$ cat config.mk
export PLATFORM = sky130hd
export DESIGN_NAME = pe_array_ins_issue
export DESIGN_NICKNAME = d
export VERILOG_FILES = /design/src/rtl/pe_array_ins_issue_pkg.sv /design/src/rtl/pe_array_ins_issue_fifo.sv /design/src/rtl/pe_array_ins_issue.sv
export SDC_FILE = /design/constraint.sdc
export NUM_CORES = 1
export LEC_CHECK = 0
export ABC_AREA = 0
export CAP_MARGIN = 20
export CORE_MARGIN = 1
export CORE_UTILIZATION = 55
export DETAILED_ROUTE_END_ITERATION = 12
export GPL_ROUTABILITY_DRIVEN = 0
export GPL_TIMING_DRIVEN = 1
export PLACE_DENSITY = 0.85
export SYNTH_ARGS = -nofsm -noshare
export SYNTH_HDL_FRONTEND = slang
export SYNTH_HIERARCHICAL = 1
export SYNTH_SLANG_ARGS = --single-unit
$ cat constraint.sdc
create_clock -name iClk -period 2.6 [get_ports iClk]
set_input_delay 0.52 -clock iClk [delete_from_list [all_inputs] [get_ports iClk]]
set_output_delay 0.52 -clock iClk [all_outputs]
set_load 0.01 [all_outputs]
$ cat src/rtl/pe_array_ins_issue_pkg.sv
// Shared constants and helpers for the PE array issue buffer.
// PE_ISSUE_REPEAT_EN adds a per-entry repeat count field.
package pe_array_ins_issue_pkg;

   localparam int DEF_PE_INS_WIDTH = 20;
   localparam logic [DEF_PE_INS_WIDTH-1:0] DEF_PE_NOP_INS = '0;
   localparam int SEL_WIDTH  = 3;
   localparam int PRED_WIDTH = 2;
   localparam int REP_WIDTH  = 4;

   typedef enum logic [1:0] {
      ISSUE_EMPTY,
      ISSUE_PARTIAL,
      ISSUE_FULL
   } issueState_e;

   // Buffer state is derived purely from occupancy; no separate state register.
   function automatic issueState_e issueState(input int unsigned count, input int unsigned depth);
      if (count == 0)
         return ISSUE_EMPTY;
      else if (count >= depth)
         return ISSUE_FULL;
      else
         return ISSUE_PARTIAL;
   endfunction

endpackage

$ cat src/rtl/pe_array_ins_issue_fifo.sv
// Issue buffer storage: circular entry memory with read/write pointers and occupancy count.
module pe_issue_fifo #(
   parameter int WIDTH     = 25,
   parameter int DEPTH     = 4,
   parameter int CNT_WIDTH = 3
) (
   input  logic                 iClk,
   input  logic                 iReset_n,
   input  logic                 iPush,
   input  logic                 iPop,
   input  logic                 iFlush,
   input  logic [WIDTH-1:0]     iWrData,
   output logic [WIDTH-1:0]     oHead,
   output logic [CNT_WIDTH-1:0] oCount
);

   localparam int PtrWidth = $clog2(DEPTH);

   logic [WIDTH-1:0]     mem [DEPTH];
   logic [PtrWidth-1:0]  wrPtr;
   logic [PtrWidth-1:0]  rdPtr;
   logic [CNT_WIDTH-1:0] count;

   // Pointers wrap naturally because DEPTH is a power of two.
   always_ff @(posedge iClk or negedge iReset_n) begin
      if (!iReset_n) begin
         wrPtr <= '0;
         rdPtr <= '0;
         count <= '0;
      end else if (iFlush) begin
         wrPtr <= '0;
         rdPtr <= '0;
         count <= '0;
      end else begin
         if (iPush)
            wrPtr <= wrPtr + 1'b1;
         if (iPop)
            rdPtr <= rdPtr + 1'b1;
         case ({iPush, iPop})
            2'b10:   count <= count + 1'b1;
            2'b01:   count <= count - 1'b1;
            default: count <= count;
         endcase
      end
   end

   always_ff @(posedge iClk) begin
      if (iPush && !iFlush)
         mem[wrPtr] <= iWrData;
   end

   assign oHead  = mem[rdPtr];
   assign oCount = count;

endmodule

$ cat src/rtl/pe_array_ins_issue.sv
// CP-to-PE-array issue buffer: queues decoded instructions and drives the PE IF stage,
// inserting NOPs when empty. PE_ISSUE_REPEAT_EN enables per-entry repeat issue.
module pe_array_ins_issue
   import pe_array_ins_issue_pkg::*;
#(
   parameter int INS_WIDTH  = DEF_PE_INS_WIDTH,
   parameter int FIFO_DEPTH = 4,
   parameter int CNT_WIDTH  = 3
) (
   input  logic                  iClk,
   input  logic                  iReset_n,
   input  logic                  iCP_Issue_Valid,
   output logic                  oCP_Issue_Ready,
   input  logic [INS_WIDTH-1:0]  iCP_Issue_Instruction,
   input  logic [SEL_WIDTH-1:0]  iCP_Issue_Data_Sel,
   input  logic [PRED_WIDTH-1:0] iCP_Issue_Predication,
`ifdef PE_ISSUE_REPEAT_EN
   input  logic [REP_WIDTH-1:0]  iCP_Issue_Repeat,
`endif
   input  logic                  iFreeze,
   input  logic                  iFlush,
   output logic [INS_WIDTH-1:0]  oIMEM_IF_Instruction,
   output logic [SEL_WIDTH-1:0]  oData_Selection,
   output logic [PRED_WIDTH-1:0] oPredication,
   output logic [CNT_WIDTH-1:0]  oIssue_Count
);

`ifdef PE_ISSUE_REPEAT_EN
   localparam int EntryWidth = INS_WIDTH + SEL_WIDTH + PRED_WIDTH + REP_WIDTH;
`else
   localparam int EntryWidth = INS_WIDTH + SEL_WIDTH + PRED_WIDTH;
`endif

   logic [EntryWidth-1:0] wrData;
   logic [EntryWidth-1:0] head;
   logic [INS_WIDTH-1:0]  headIns;
   logic [SEL_WIDTH-1:0]  headSel;
   logic [PRED_WIDTH-1:0] headPred;
   logic [CNT_WIDTH-1:0]  count;
   issueState_e           state;
   logic                  push;
   logic                  canIssue;
   logic                  lastIssue;
   logic                  pop;

`ifdef PE_ISSUE_REPEAT_EN
   logic [REP_WIDTH-1:0] headRep;
   logic [REP_WIDTH-1:0] repLeft;
   logic [REP_WIDTH-1:0] remaining;
   logic                 repLoaded;

   assign wrData = {iCP_Issue_Instruction, iCP_Issue_Data_Sel, iCP_Issue_Predication, iCP_Issue_Repeat};
   assign {headIns, headSel, headPred, headRep} = head;

   // The head's repeat field seeds the down-counter on its first issue only.
   assign remaining = repLoaded ? repLeft : headRep;
   assign lastIssue = (remaining == '0);

   always_ff @(posedge iClk or negedge iReset_n) begin
      if (!iReset_n) begin
         repLeft   <= '0;
         repLoaded <= 1'b0;
      end else if (iFlush) begin
         repLeft   <= '0;
         repLoaded <= 1'b0;
      end else if (canIssue) begin
         if (lastIssue) begin
            repLeft   <= '0;
            repLoaded <= 1'b0;
         end else begin
            repLeft   <= remaining - 1'b1;
            repLoaded <= 1'b1;
         end
      end
   end
`else
   assign wrData = {iCP_Issue_Instruction, iCP_Issue_Data_Sel, iCP_Issue_Predication};
   assign {headIns, headSel, headPred} = head;
   assign lastIssue = 1'b1;
`endif

   assign state           = issueState(int'(count), FIFO_DEPTH);
   assign oCP_Issue_Ready = (state != ISSUE_FULL);
   assign push            = iCP_Issue_Valid && oCP_Issue_Ready && !iFlush;
   assign canIssue        = !iFreeze && !iFlush && (state != ISSUE_EMPTY);
   assign pop             = canIssue && lastIssue;
   assign oIssue_Count    = count;

   pe_issue_fifo #(
      .WIDTH     (EntryWidth),
      .DEPTH     (FIFO_DEPTH),
      .CNT_WIDTH (CNT_WIDTH)
   ) uFifo (
      .iClk     (iClk),
      .iReset_n (iReset_n),
      .iPush    (push),
      .iPop     (pop),
      .iFlush   (iFlush),
      .iWrData  (wrData),
      .oHead    (head),
      .oCount   (count)
   );

   // Output registers: flush forces a NOP, freeze holds, otherwise head or a NOP bubble.
   always_ff @(posedge iClk or negedge iReset_n) begin
      if (!iReset_n) begin
         oIMEM_IF_Instruction <= INS_WIDTH'(DEF_PE_NOP_INS);
         oData_Selection      <= '0;
         oPredication         <= '0;
      end else if (iFlush) begin
         oIMEM_IF_Instruction <= INS_WIDTH'(DEF_PE_NOP_INS);
         oData_Selection      <= '0;
         oPredication         <= '0;
      end else if (!iFreeze) begin
         if (state != ISSUE_EMPTY) begin
            oIMEM_IF_Instruction <= headIns;
            oData_Selection      <= headSel;
            oPredication         <= headPred;
         end else begin
            oIMEM_IF_Instruction <= INS_WIDTH'(DEF_PE_NOP_INS);
            oData_Selection      <= '0;
            oPredication         <= '0;
         end
      end
   end

endmodule

* Yosys cells after proc, flatten, opt, wreduce, memory -nomap -nowiden
Memory sizes are Yosys's and may differ from the RTL's.
Index checks and enable logic that the tools add are counted.
** Operators by class
- Add/subtract/negate cells :: 4
- Order comparisons :: 1
- Eq/ne operators :: 4
- Muxes and demuxes :: 19
- Reductions and logical operators :: 12
** Operators by type and width (number)
- $mux W20 :: 3
- $mux W2 :: 9
- $mux W3 :: 4
- $pmux W3 S2 :: 1
- $reduce_bool A2 Y1 :: 3
- $logic_and A1 B1 Y1 :: 5
- $add A2 B1 Y2 const B :: 2
- $add A3 B1 Y3 const B :: 1
- $ge A3 B3 Y1 const B :: 1
- $logic_not A3 Y1 :: 1
- $reduce_bool A3 Y1 :: 1
- $sub A3 B1 Y3 const B :: 1
- $eq A2 B1 Y1 const B :: 1
- $eq A2 B2 Y1 const B :: 1
- $logic_not A1 Y1 :: 2
- $mux W1 :: 2
- $ne A2 B1 Y1 const B :: 1
- $ne A2 B2 Y1 const B :: 1
** Word-level totals
- Bits in registers :: 32
- Memory bits (writable) :: 100
- Input bits :: 30
- Word-level logic and storage cells :: 47
- Memories :: 1
** Memories
- uFifo.mem :: depth 4, bits a word 25, read ports 1, clocked after memory_dff 0, write ports 1, RTL line pe_array_ins_issue_fifo.sv:19 : logic [WIDTH-1:0] mem [DEPTH];

* Longest topological paths before layout
Gate-level depths: netlist of run 1.
- Depth in word-level cells :: 9
- Depth in mapped cells :: 9
- Depth with buffers taken out :: 7

* Cells and area by module
Netlist of run 1, hierarchy kept.
** By module, submodules not included
- pe_issue_fifo :: times used 1, cells each 172, area each 4081.4 µm², sequential area each 3178.0 µm²
- pe_array_ins_issue :: times used 1, cells each 64, area each 977.2 µm², sequential area each 625.6 µm²

* Least setup slack after synthesis of run 1
OpenSTA, ideal clock, no wires.
- Kind :: flip-flop to flip-flop
- From :: register uFifo.count[2], in the netlist uFifo/oCount[2]
- To :: register uFifo.count[2], in the netlist uFifo/oCount[2]
- Library setup time :: 0.132 ns
- Arrival time :: 2.252 ns
- Required time :: 2.468 ns
- Path slack :: 0.216 ns
- Cell stages (with the launch flop) :: 10
- Period minus slack after synthesis :: 2.384 ns
- Cells stage by stage :: dfrtp_1 > or3_1 > buf_6 > buf_8 > and2_2 > nor2b_1 > fa_1 > nor3b_1 > o21ai_0 > nor3b_1
** On the way
- Elaborated cells on any way between the ends :: 16
- Classes of those cells :: add/sub (2); order compare (1); eq/ne (3); mux (4); reduce/logical (6)
** RTL lines
- from (decl) :: RTL line pe_array_ins_issue_fifo.sv:22 : logic [CNT_WIDTH-1:0] count;
- from (signal assigned) :: RTL line pe_array_ins_issue_fifo.sv:40 : 2'b10: count <= count + 1'b1;
- from (signal assigned) :: RTL line pe_array_ins_issue_fifo.sv:41 : 2'b01: count <= count - 1'b1;
- from (signal assigned) :: RTL line pe_array_ins_issue_fifo.sv:42 : default: count <= count;
- $ge A3 B3 Y1 :: RTL line pe_array_ins_issue_pkg.sv:21 : else if (count >= depth)
- $mux W2 :: RTL line pe_array_ins_issue_pkg.sv:21
- $mux W2 (*) :: RTL line pe_array_ins_issue_pkg.sv:19 : if (count == 0)
- $reduce_bool A2 Y1 (*) :: RTL line pe_array_ins_issue.sv:85 : assign canIssue = !iFreeze && !iFlush && (state != ISSUE_EMPTY);
- $logic_and A1 B1 Y1 (*) :: RTL line pe_array_ins_issue.sv:85
- net canIssue :: RTL line pe_array_ins_issue.sv:42 : logic canIssue;
- $eq A2 B1 Y1 or $eq A2 B2 Y1 (tied branches) :: RTL line pe_array_ins_issue_fifo.sv:39 : case ({iPush, iPop})
- $pmux W3 S2 :: RTL line pe_array_ins_issue_fifo.sv:39
- $mux W3 :: RTL line pe_array_ins_issue_fifo.sv:30 : end else if (iFlush) begin
The timed path passes the listed nets; every way through them passes the cells marked *.
A chain may end at the register's enable or synchronous reset.

* Worst setup path after layout of run 1
Ends and elaborated chain as after synthesis.

==> results of run 1 <==
==> cell families after synthesis <==
| kind of cell | count (synthesis) | share of synthesized area [%] |
|---|---|---|
| buffers and inverters | 19 | 2.99 |
| adders and majority gates | 5 | 1.39 |
| and+or+nand+nor | 22 | 2.45 |
| muxes | 27 | 12.0 |
| DFF | 132 | 75.2 |
| xor gates and xnor gates | 5 | 0.866 |
| AOI/OAI and AO/OA | 26 | 5.07 |
==> flip-flops by register name, summed over array words and instances, names as in the netlist <==
name / count
oData_Selection: 3
oIMEM_IF_Instruction: 20
oPredication: 2
uFifo/mem: 100
uFifo/oCount: 3
uFifo/rdPtr: 2
uFifo/wrPtr: 2
==> per-layer routing <==
| layer | up-vias | track usage [%] | routed length, um |
|---|---|---|---|
| met1 | 1353 | 26.7 | 3810 |
| met5 | - | 0 | 0 |
| met4 | 0 | 9.56 | 110 |
| met2 | 105 | 39.9 | 5460 |
| li1 | 1121 | - | - |
| met3 | 10 | 6.51 | 588 |
==> placed cells by master (no fill, tap or decap), types with 3 or more instances in the layout <==
master,n
clkinvlp_4,4
ha_1,4
bufinv_16,3
clkbuf_16,16
and2_1,4
edfxtp_1,100
clkinv_2,4
dfrtp_1,31
clkdlybuf4s50_1,57
nor2_1,6
buf_4,5
xnor2_1,3
mux4_2,18
buf_12,5
mux4_1,7
a32o_1,24
inv_1,3
nor3b_1,3
==> power by group through the flow <==
stage	Combinational (mW)	Clock [mW]	Sequential [mW]
2_1_floorplan	0.286	0	2.43
3_3_place_gp	0.458	0	2.42
3_5_place_dp	0.474	0	2.43
4_1_cts	0.487	2.32	2.39
5_1_grt	0.515	2.41	2.40
6_report	0.482	2.29	2.39
==> worst register-to-register path, stage by stage (launching register included) <==
cell     delay (ps)
dfrtp_1         430
or3_1           410
and2_2          250
nor2b_1         150
fa_1            400
and3b_1         210
o21ai_0         160
nor3b_1         210
==> area by class of cell <==
cell class	instances	area [sq um]	share of cell area, %
sequential	132	3800	59.8
tap	108	135	2.12
clock buffer	17	414	6.50
clock inverter	15	165	2.59
inverter	3	11.3	0.177
multi-input combinational	85	1110	17.4
timing repair buffer	69	728	11.4
==> synthesized netlist by cell type, types with 3 or more instances <==
master,instances,area [sq um]
nor2_1,7,26.3
a32o_1,24,240
mux4_1,7,184
mux4_2,18,405
xnor2_1,3,26.3
edfxtp_1,100,3000
ha_1,4,50.1
nor2b_1,3,18.8
dfrtp_1,32,801
buf_2,8,40.0
nor3b_1,3,22.5
inv_1,3,11.3
and2_1,4,25.0
==> per-stage QoR <==
| step | total power [mW] | cells | worst slack [ps] | utilization (%) | area, sq um |
|---|---|---|---|---|---|
| floorplan | 2.72 | 236 | 216 | - | 5060 |
| global placement | 2.88 | 396 | 155 | 65.6 | 5770 |
| detailed placement | 2.90 | 396 | 19.5 | 65.6 | 5770 |
| CTS | 5.20 | 428 | 286 | 72.1 | 6350 |
| global route | 5.32 | 429 | 155 | 72.3 | 6370 |
| finish | 5.16 | 429 | 272 | 72.3 | 6370 |
==> final timing paths <==
check,from,end,slack [ps],cells past startpoint
setup / recovery,uFifo/oCount[2],uFifo/oCount[2],270,7
hold / removal,iReset_n,oIMEM_IF_Instruction[9],100,1
setup reg to reg,uFifo/oCount[2],uFifo/oCount[2],270,7
hold reg to reg,oIMEM_IF_Instruction[18],oIMEM_IF_Instruction[18],490,1
max in group asynchronous,iReset_n,uFifo/rdPtr[0],1960,1
min in group iClk,oIMEM_IF_Instruction[18],oIMEM_IF_Instruction[18],490,1
==> reports/metrics.csv, run 1 <==
stage,metric,value,unit
status,status,"finished, violations left",
status,failing checks,DRC,
yosys,synthesized area per cell,21.4,sq um
yosys,"FF+latch count, synth",132,
setup_path,Top Family by Delay on Critical Path,simple AND/OR/NAND/NOR gates,
clock_tree,CTS tree,yes,
sta,RSZ-0062 raised after global routing,no,
die,Die X,97.9,um
global_routing,largest net degree at the start of global routing,33,
setup_path,"critical path, cell by cell","or3_1, and2_2, nor2b_1, fa_1, and3b_1, o21ai_0, nor3b_1",
sta,setup violators final,0,
setup_path,"Slowest-stage cell, CP",dfrtp_1,
yosys,Cell variety after synth,27,
yosys,Most used DFF post-synth,edfxtp_1,
sta,Final Skew,7.20,ps
finish,share of layout cells above drive strength 1,20.2,%
die,row cnt,34,
clock_tree,hold buffers post-CTS,0,
sta,Fmax,0.430,GHz
finish,FILL cells,515,
setup_path,CP Max Fanout,6,
pwr,Psw,1.13,mW
sta,fin crit share,89.5,%
drt,first-pass iteration count of the detailed router,9,
finish,Synth-to-Final Area Change,25.9,%
die,Starting Density,57.4,%
yosys,Syn Nets,271,
sta,fin crit period,2330,ps
yosys,"Seq/Total Area, Yosys",75.2,%
clock_tree,H-tree levels,4,
clock_tree,register clock-pin slew on the reported worst setup and hold paths,60,ps
die,CORE AREA,8810,sq um
pwr,Switching Share,21.8,%
setup_path,arrival time worst endpoint,2740,ps
finish,# diodes,0,
drt,routed wire length per instance,23.2,um
setup_path,Critical Path RT,3010,ps
drt,Post-DRT Antenna Nets,0,
global_routing,number of global-route vias before repair,2812,
yosys,Mapped Area,5060,sq um
clock_tree,clock sinks,132,
sta,worst rel slew slack,48.0,%
setup_path,Critical Path End Type,register,
yosys,Post-synth EDFFs,100,
finish,Post-layout nets,343,
sta,slew of the pin with the lowest slew margin,780,ps
sta,number of hold violations in the final report,0,
pwr,power per cell area,810,nW/um^2
sta,worst hold margin,98.2,ps
global_routing,total global routing overflow,0,
global_routing,gr usage total,22.9,%
yosys,async set-or-reset flop fraction in the synthesized netlist,24.2,%
die,full die area,9590,sq um
global_routing,first-pass GRT wire length,15600,um
setup_path,CP peak stage delay,430,ps
clock_tree,clk buf depth,2,
die,# IOs,59,
placed_design,PortBufs,58,
yosys,synthesized instance count,236,
job,# Max-Cap Violations,0,
pwr,clock power share,44.4,%
pwr,sequential power share,46.3,%
sta,setup TNS,0,ps
sta,"Slew Viols, Final",0,
drt,initial DRC count,227,
pwr,part of the power in combinational logic,9.4,%
drt,via count,2589,
drt,DRC,7,
pwr,internal power,4.03,mW
clock_tree,PostCTS Resize Cnt,0,
setup_path,crit path launch type,register,
clock_tree,buffer count from post-CTS setup fixing,0,
global_routing,initial antenna violation count,0,
pwr,Static Leak,2.23,nW
setup_path,Buffers & Inverters on Critical Path,0,
clock_tree,Clock Latency Late Sink,500,ps
clock_tree,Num CTS Buffers,17,
die,Die Height,97.9,um
clock_tree,CTS Root Cell,clkbuf_8,
worst_hold_path,worst hold-check path type,in -> async,
setup_path,Crit Path Category,reg -> reg,
drt,Vias/cell,6.03,
yosys,yosys warns,6,
pwr,VDD IR max,0.568,mV
placed_design,DP Wirelength,5450,um
drt,Routed WL,9970,um
Note: power is estimated with default switching activity, not from simulation.
==> run 2, diff against run 1 <==
--- a/config.mk
+++ b/config.mk
@@ -7,7 +7,6 @@
 export LEC_CHECK = 0
 export ABC_AREA = 0
 export CAP_MARGIN = 20
-export CORE_MARGIN = 1
 export CORE_UTILIZATION = 55
 export DETAILED_ROUTE_END_ITERATION = 12
 export GPL_ROUTABILITY_DRIVEN = 0
==> results of run 2 <==
The final DEF is identical to that of run 1; final timing and power are the same.
